==> src/rtl/prng_pkg.sv <==
// Shared definitions for the PRNG word generator: maximal-length tap masks,
// the word-assembly FSM states and the default fallback seed.
package prng_pkg;

    localparam logic [31:0] DEFAULT_SEED = 32'h0000_000F;

    // Indexed by LFSR width; bit n set means state bit n feeds the XOR.
    localparam logic [31:0] TAP_MASK [0:32] = '{
        32'h0000_0000, 32'h0000_0000, 32'h0000_0000, 32'h0000_0000,
        32'h0000_000C, 32'h0000_0014, 32'h0000_0030, 32'h0000_0060,
        32'h0000_00B8, 32'h0000_0110, 32'h0000_0240, 32'h0000_0500,
        32'h0000_0829, 32'h0000_100D, 32'h0000_2015, 32'h0000_6000,
        32'h0000_D008, 32'h0001_2000, 32'h0002_0400, 32'h0004_0023,
        32'h0009_0000, 32'h0014_0000, 32'h0030_0000, 32'h0042_0000,
        32'h00E1_0000, 32'h0120_0000, 32'h0200_0023, 32'h0400_0013,
        32'h0900_0000, 32'h1400_0000, 32'h2000_0029, 32'h4800_0000,
        32'h8020_0003
    };

    typedef enum logic {
        ST_FILL = 1'b0,
        ST_HOLD = 1'b1
    } fsm_state_e;

endpackage

==> src/rtl/prng_word_gen_lfsr_core.sv <==
// Fibonacci LFSR register: shifts left with XOR feedback into bit 0,
// loads a new value on request, otherwise holds.
module lfsr_core
    import prng_pkg::*;
#(
    parameter int              WIDTH = 14,
    parameter logic [WIDTH-1:0] SEED = WIDTH'(DEFAULT_SEED),
    parameter logic [WIDTH-1:0] TAPS = WIDTH'(TAP_MASK[14])
) (
    input  logic             clk,
    input  logic             reset,
    input  logic             load_i,
    input  logic [WIDTH-1:0] loadValue_i,
    input  logic             shift_i,
    output logic [WIDTH-1:0] next_o
);

    logic [WIDTH-1:0] lfsr_q;
    logic [WIDTH-1:0] lfsr_d;
    logic             feedback;

    assign feedback = ^(lfsr_q & TAPS);
    assign next_o   = {lfsr_q[WIDTH-2:0], feedback};

    always_comb begin
        lfsr_d = lfsr_q;
        if (load_i) begin
            lfsr_d = loadValue_i;
        end else if (shift_i) begin
            lfsr_d = next_o;
        end
    end

    always_ff @(posedge clk or posedge reset) begin
        if (reset) begin
            lfsr_q <= SEED;
        end else begin
            lfsr_q <= lfsr_d;
        end
    end

endmodule

==> src/rtl/prng_word_gen.sv <==
// Assembles OUT_BITS-shift windows of an LFSR sequence into words presented
// with a valid/ready handshake; the LFSR stops while a word waits.
module prng_word_gen
    import prng_pkg::*;
#(
    parameter int               WIDTH    = 14,
    parameter int               OUT_BITS = 14,
    parameter logic [WIDTH-1:0] SEED     = WIDTH'(DEFAULT_SEED)
) (
    input  logic                clk,
    input  logic                reset,
    input  logic                enable,
    input  logic                seed_load,
    input  logic [WIDTH-1:0]    seed_in,
    input  logic                out_ready,
    output logic                out_valid,
    output logic [OUT_BITS-1:0] out_data,
    output logic                lockup
);

    localparam int          CNT_W    = $clog2(OUT_BITS + 1);
    localparam logic [31:0] TAP_FULL = TAP_MASK[WIDTH];

    if (WIDTH < 4 || WIDTH > 32) begin : gBadWidth
        $fatal(1, "prng_word_gen: WIDTH must be 4..32");
    end
    if (OUT_BITS < 1 || OUT_BITS > WIDTH) begin : gBadOutBits
        $fatal(1, "prng_word_gen: OUT_BITS must be 1..WIDTH");
    end
    if (SEED == '0) begin : gBadSeed
        $fatal(1, "prng_word_gen: SEED must be nonzero");
    end

    fsm_state_e          fsmState_q, fsmState_d;
    logic [CNT_W-1:0]    shiftCnt_q, shiftCnt_d;
    logic                outValid_q, outValid_d;
    logic [OUT_BITS-1:0] outData_q, outData_d;
    logic                lockup_q, lockup_d;
    logic                shiftEn;
    logic                seedIsZero;
    logic [WIDTH-1:0]    loadValue;
    logic [WIDTH-1:0]    lfsrNext;
    logic [CNT_W-1:0]    cntInc;

    assign seedIsZero = (seed_in == '0);
    assign loadValue  = seedIsZero ? SEED : seed_in;
    assign cntInc     = shiftCnt_q + CNT_W'(1);

    lfsr_core #(
        .WIDTH (WIDTH),
        .SEED  (SEED),
        .TAPS  (TAP_FULL[WIDTH-1:0])
    ) uLfsr (
        .clk         (clk),
        .reset       (reset),
        .load_i      (seed_load),
        .loadValue_i (loadValue),
        .shift_i     (shiftEn),
        .next_o      (lfsrNext)
    );

    // Seed load beats everything; a handshake in HOLD doubles as the first
    // shift of the next word so back-to-back words cost OUT_BITS cycles each.
    always_comb begin
        fsmState_d = fsmState_q;
        shiftCnt_d = shiftCnt_q;
        outValid_d = outValid_q;
        outData_d  = outData_q;
        lockup_d   = lockup_q;
        shiftEn    = 1'b0;
        if (seed_load) begin
            fsmState_d = ST_FILL;
            shiftCnt_d = '0;
            outValid_d = 1'b0;
            if (seedIsZero) begin
                lockup_d = 1'b1;
            end
        end else begin
            unique case (fsmState_q)
                ST_FILL: begin
                    if (enable) begin
                        shiftEn = 1'b1;
                        if (cntInc == CNT_W'(OUT_BITS)) begin
                            outData_d  = lfsrNext[OUT_BITS-1:0];
                            outValid_d = 1'b1;
                            shiftCnt_d = '0;
                            fsmState_d = ST_HOLD;
                        end else begin
                            shiftCnt_d = cntInc;
                        end
                    end
                end
                ST_HOLD: begin
                    if (out_ready) begin
                        outValid_d = 1'b0;
                        fsmState_d = ST_FILL;
                        if (enable) begin
                            shiftEn = 1'b1;
                            if (OUT_BITS == 1) begin
                                outData_d  = lfsrNext[OUT_BITS-1:0];
                                outValid_d = 1'b1;
                                fsmState_d = ST_HOLD;
                            end else begin
                                shiftCnt_d = CNT_W'(1);
                            end
                        end
                    end
                end
                default: fsmState_d = ST_FILL;
            endcase
        end
    end

    always_ff @(posedge clk or posedge reset) begin
        if (reset) begin
            fsmState_q <= ST_FILL;
            shiftCnt_q <= '0;
            outValid_q <= 1'b0;
            outData_q  <= '0;
            lockup_q   <= 1'b0;
        end else begin
            fsmState_q <= fsmState_d;
            shiftCnt_q <= shiftCnt_d;
            outValid_q <= outValid_d;
            outData_q  <= outData_d;
            lockup_q   <= lockup_d;
        end
    end

    assign out_valid = outValid_q;
    assign out_data  = outData_q;
    assign lockup    = lockup_q;

endmodule

==> config.mk <==
export PLATFORM = sky130hd
export DESIGN_NAME = prng_word_gen
export DESIGN_NICKNAME = d
export VERILOG_FILES = /design/src/rtl/prng_pkg.sv /design/src/rtl/prng_word_gen_lfsr_core.sv /design/src/rtl/prng_word_gen.sv
export SDC_FILE = /design/constraint.sdc
export NUM_CORES = 1
export LEC_CHECK = 0
export ABC_AREA = 1
export BUFFER_PORTS_ARGS = -buffer_cell sky130_fd_sc_hd__buf_4
export CAP_MARGIN = 20
export CORE_MARGIN = 2
export CORE_UTILIZATION = 55
export CTS_BUF_LIST = sky130_fd_sc_hd__clkbuf_8 sky130_fd_sc_hd__clkbuf_16
export DETAILED_ROUTE_END_ITERATION = 8
export PLACE_DENSITY = 0.79
export SLEW_MARGIN = 20
export SYNTH_ARGS = -nofsm -noshare
export SYNTH_HDL_FRONTEND = slang
export SYNTH_SLANG_ARGS = --single-unit
==> constraint.sdc <==
create_clock -name clk -period 3.9 [get_ports clk]
set_clock_uncertainty 0.15 [all_clocks]
set_input_delay 0.78 -clock clk [delete_from_list [all_inputs] [get_ports clk]]
set_output_delay 0.78 -clock clk [all_outputs]
set_load 0.02 [all_outputs]
==> impl_metrics.prom <==
# TYPE chip_impl_metric gauge
chip_impl_info{name="status",value="finished, final reports clean"} 1
chip_impl_metric{name="total_switching_power",unit="uW"} 218
chip_impl_info{name="worst_hold_path_type",value="reg2reg"} 1
chip_impl_metric{name="final.period_utilization",unit=""} 0.554
chip_impl_metric{name="initial_cell_density_of_the_core",unit=""} 0.585
chip_impl_metric{name="die_width",unit="um"} 61.5
chip_impl_metric{name="synth_warnings",unit=""} 0
chip_impl_metric{name="globalRouteTotalUtil",unit=""} 0.229
chip_impl_metric{name="wl_per_cell",unit="um"} 12.2
chip_impl_metric{name="worstPathRequired",unit="ps"} 3900
chip_impl_metric{name="design.core.area",unit="um2"} 3100
chip_impl_metric{name="multi_input_comb_area",unit="um2"} 748
chip_impl_metric{name="grt_first_pass_wirelength",unit="um"} 6290
chip_impl_metric{name="synth_area",unit="um2"} 1820
chip_impl_info{name="netlist.top_cell.by_area",value="sky130_fd_sc_hd__dfrtp_1"} 1
chip_impl_metric{name="critical_path_peak_fanout",unit=""} 30
chip_impl_metric{name="layout_setup_ws",unit="ps"} 1740
chip_impl_metric{name="final.setup.tns",unit="ps"} 0
chip_impl_metric{name="postCtsSetupBuffers",unit=""} 0
chip_impl_metric{name="synth_cell_type_count",unit=""} 28
chip_impl_metric{name="cellInternalPower",unit="uW"} 600
chip_impl_metric{name="fp.dieArea",unit="um2"} 3780
chip_impl_info{name="critical_path.endpoint_type",value="register"} 1
chip_impl_metric{name="power.leakage",unit="nW"} 1.11
chip_impl_metric{name="max_freq",unit="GHz"} 0.462
chip_impl_metric{name="synth_top_area_frac",unit=""} 0.427
chip_impl_metric{name="final_layout_size_suffix_gt1_frac",unit=""} 0.309
chip_impl_info{name="timing.setup.critical_path_class",value="in2reg"} 1
chip_impl_info{name="cts_tree",value="yes"} 1
chip_impl_metric{name="power.share.switching",unit=""} 0.267
chip_impl_metric{name="comb_power_share",unit=""} 0.158
chip_impl_metric{name="rrSetupSlack",unit="ps"} 1770
chip_impl_metric{name="worst_case_headroom_to_the_max_slew_limit",unit=""} 0.425
chip_impl_metric{name="final_max_slew_viol_count",unit=""} 0
chip_impl_metric{name="cts.reportedPaths.clkPinSlew",unit="ps"} 60
chip_impl_metric{name="drt-met1-wl",unit="um"} 1690
chip_impl_metric{name="via_to_cell_ratio",unit=""} 4.94
chip_impl_info{name="most_area_consuming_cells_after_synthesis",value="sky130_fd_sc_hd__dfrtp_1 43%, sky130_fd_sc_hd__nand2_1 11%, sky130_fd_sc_hd__o21ai_2 7.2%, sky130_fd_sc_hd__dfstp_2 5.8%, sky130_fd_sc_hd__inv_1 5.0%"} 1
chip_impl_metric{name="starting_drt_drc_count",unit=""} 60
chip_impl_metric{name="site_row_count",unit=""} 20
chip_impl_metric{name="final_hold_viol_count",unit=""} 0
chip_impl_metric{name="grt_antenna_before_repair",unit=""} 0
chip_impl_metric{name="max-clock-path-buffers",unit=""} 2
chip_impl_metric{name="avgSynthCellArea",unit="um2"} 8.73
chip_impl_info{name="maxUsedRoutingLayer",value="met4"} 1
chip_impl_metric{name="finish.cell_count_without_fillers",unit=""} 287
chip_impl_metric{name="worst_pin_slew",unit="ps"} 862
chip_impl_metric{name="postRouteWirelength",unit="um"} 3500
chip_impl_metric{name="syn2layout_area_growth",unit="%"} 18.7
chip_impl_metric{name="synth_fp_nets",unit=""} 229
chip_impl_metric{name="globalplace.congestion",unit=""} 0.797
chip_impl_metric{name="yosys_reg_bits",unit=""} 35
chip_impl_metric{name="finalSetupViolCount",unit=""} 0
chip_impl_metric{name="cp_data_arrival_time",unit="ps"} 2170
chip_impl_info{name="cts-root-buf",value="sky130_fd_sc_hd__clkbuf_8"} 1
chip_impl_metric{name="grt_pass1_vias",unit=""} 1415
chip_impl_metric{name="ctsResizeCount",unit=""} 0
chip_impl_metric{name="remaining_drc_errors",unit=""} 0
chip_impl_metric{name="pwr-share-seq",unit=""} 0.496
chip_impl_metric{name="dp_hpwl",unit="um"} 2510
chip_impl_metric{name="fraction_of_the_yosys_area_taken_by_sequential_cells",unit=""} 0.485
chip_impl_metric{name="antenna_cells",unit=""} 0
chip_impl_metric{name="power",unit="uW"} 818
chip_impl_metric{name="hold_buffer_count_at_cts",unit=""} 0
chip_impl_metric{name="place.detailed.instances",unit=""} 279
chip_impl_metric{name="pwr_density_cell",unit="nW/um2"} 379
chip_impl_metric{name="tritoncts_num_sinks",unit=""} 35
chip_impl_metric{name="ctsHtreeMaxLevel",unit=""} 2
chip_impl_metric{name="dieHeight",unit="um"} 61.5
chip_impl_metric{name="cts_buffers",unit=""} 5
chip_impl_metric{name="met3WireLength",unit="um"} 165
chip_impl_info{name="critical_path.startpoint_type",value="primary input"} 1
chip_impl_metric{name="drv_cap",unit=""} 0
chip_impl_metric{name="via_count",unit=""} 1418
chip_impl_metric{name="met2RoutedLength",unit="um"} 1580
chip_impl_metric{name="floorplan.io_pins",unit=""} 35
chip_impl_metric{name="clk_latency",unit="ps"} 290
chip_impl_metric{name="grt_start_max_net_pins",unit=""} 31
chip_impl_metric{name="whs",unit="ps"} 326
chip_impl_metric{name="ir_drop",unit="V"} 0.000245
chip_impl_metric{name="post-place-ws",unit="ps"} 1420
chip_impl_metric{name="port-buffer-count",unit=""} 34
chip_impl_metric{name="min_period",unit="ps"} 2160
chip_impl_metric{name="synthCells",unit=""} 208
chip_impl_metric{name="route.antenna.remaining_nets",unit=""} 0
chip_impl_metric{name="drt-pass1-iter-count",unit=""} 4
chip_impl_metric{name="overflow_left_after_global_routing",unit=""} 0
chip_impl_metric{name="num-fill-cells",unit=""} 293
chip_impl_metric{name="clk_pwr_share",unit=""} 0.345
chip_impl_metric{name="ff_latch_area",unit="um2"} 881
chip_impl_metric{name="layout.nets",unit=""} 263
chip_impl_info{name="rsz0062_at_grt",value="false"} 1
## final cells by class
type                       count  share of cell area
clock inverter                 1             0.00174
sequential                    35               0.408
timing repair buffer          35               0.122
tap                           44              0.0255
inverter                      28              0.0510
multi-input combinational    137               0.347
clock buffer                   7              0.0447
## per-stage QoR
| stage | area [um2] | util |
|---|---|---|
| floorplan | 1820 | - |
| global placement | 2060 | 0.663 |
| detailed placement | 2060 | 0.663 |
| CTS | 2160 | 0.695 |
| global route | 2160 | 0.695 |
| finish | 2160 | 0.695 |
## synthesized netlist by cell type
library cell	instances
sky130_fd_sc_hd__a22oi_1	9
sky130_fd_sc_hd__and2_1	1
sky130_fd_sc_hd__buf_2	2
sky130_fd_sc_hd__buf_6	6
sky130_fd_sc_hd__clkinv_4	1
sky130_fd_sc_hd__dfrtp_1	31
sky130_fd_sc_hd__dfstp_2	4
sky130_fd_sc_hd__ha_1	2
sky130_fd_sc_hd__inv_1	24
sky130_fd_sc_hd__inv_2	3
sky130_fd_sc_hd__nand2_1	55
sky130_fd_sc_hd__nand2_2	3
sky130_fd_sc_hd__nand2_4	1
sky130_fd_sc_hd__nand3_1	6
sky130_fd_sc_hd__nand3_2	1
sky130_fd_sc_hd__nand4_1	1
sky130_fd_sc_hd__nor2_1	14
sky130_fd_sc_hd__nor2_2	2
sky130_fd_sc_hd__nor2_4	1
sky130_fd_sc_hd__o211a_1	1
sky130_fd_sc_hd__o211ai_1	3
sky130_fd_sc_hd__o21ai_0	12
sky130_fd_sc_hd__o21ai_1	5
sky130_fd_sc_hd__o21ai_2	15
sky130_fd_sc_hd__o21ai_4	1
sky130_fd_sc_hd__o22ai_1	2
sky130_fd_sc_hd__or2_1	1
sky130_fd_sc_hd__or2_2	1
## per-layer routing
layer  vias up  global-route usage
met5         -                   0
met2        35               0.342
met4         0               0.100
met1       639               0.319
li1        738                   -
met3         6              0.0567
## power by group through the flow
| stage | Clock (mW) | Combinational [mW] | Sequential [mW] |
|---|---|---|---|
| 6_report | 0.283 | 0.130 | 0.406 |
| 5_1_grt | 0.310 | 0.150 | 0.410 |
| 2_1_floorplan | 0 | 0.0896 | 0.413 |
| 3_5_place_dp | 0 | 0.131 | 0.412 |
| 3_3_place_gp | 0 | 0.126 | 0.412 |
| 4_1_cts | 0.292 | 0.131 | 0.406 |
## critical path: stages
cell and delay [ps]:
sky130_fd_sc_hd__buf_4 180, sky130_fd_sc_hd__clkinv_4 140, sky130_fd_sc_hd__nand2_4 60, sky130_fd_sc_hd__nor2_2 90
sky130_fd_sc_hd__nand3_2 550, sky130_fd_sc_hd__nand2_1 260, sky130_fd_sc_hd__o21ai_2 70
## cells by family after synthesis
kind of cell | Yosys count | synth area share
buffers and inverters | 36 | 0.103
DFF | 35 | 0.485
AOI/OAI and AO/OA | 48 | 0.190
adders and majority gates | 2 | 0.0138
and+or+nand+nor | 87 | 0.208
## cells in the final DEF (no fill, tap or decap), drive strengths merged
master  count
dfrtp      31
inv        28
buf        35
or2         2
nand3       7
o22ai       2
clkinv      1
a22oi       9
nand2      59
o211a       1
ha          2
and2        1
nor2       17
clkbuf      7
nand4       1
o211ai      3
dfstp       4
o21ai      33
## sequential cells by signal (all words and copies together), names as in the netlist
signal and flops:
fsmState_q 1, lockup 1, out_data 14, out_valid 1
shiftCnt_q 4, uLfsr.lfsr_q 14
## final timing paths
kind | cells after the start | start | end
min in group asynchronous | 2 | reset | fsmState_q
worst min register to register | 2 | lockup | lockup
worst min-delay path | 2 | lockup | lockup
worst max-delay path | 7 | seed_load | out_data[2]
worst max register to register | 7 | shiftCnt_q[0] | out_data[2]
max in group asynchronous | 3 | reset | uLfsr.lfsr_q[1]
No activity file was read; power rests on OpenSTA's default activity.
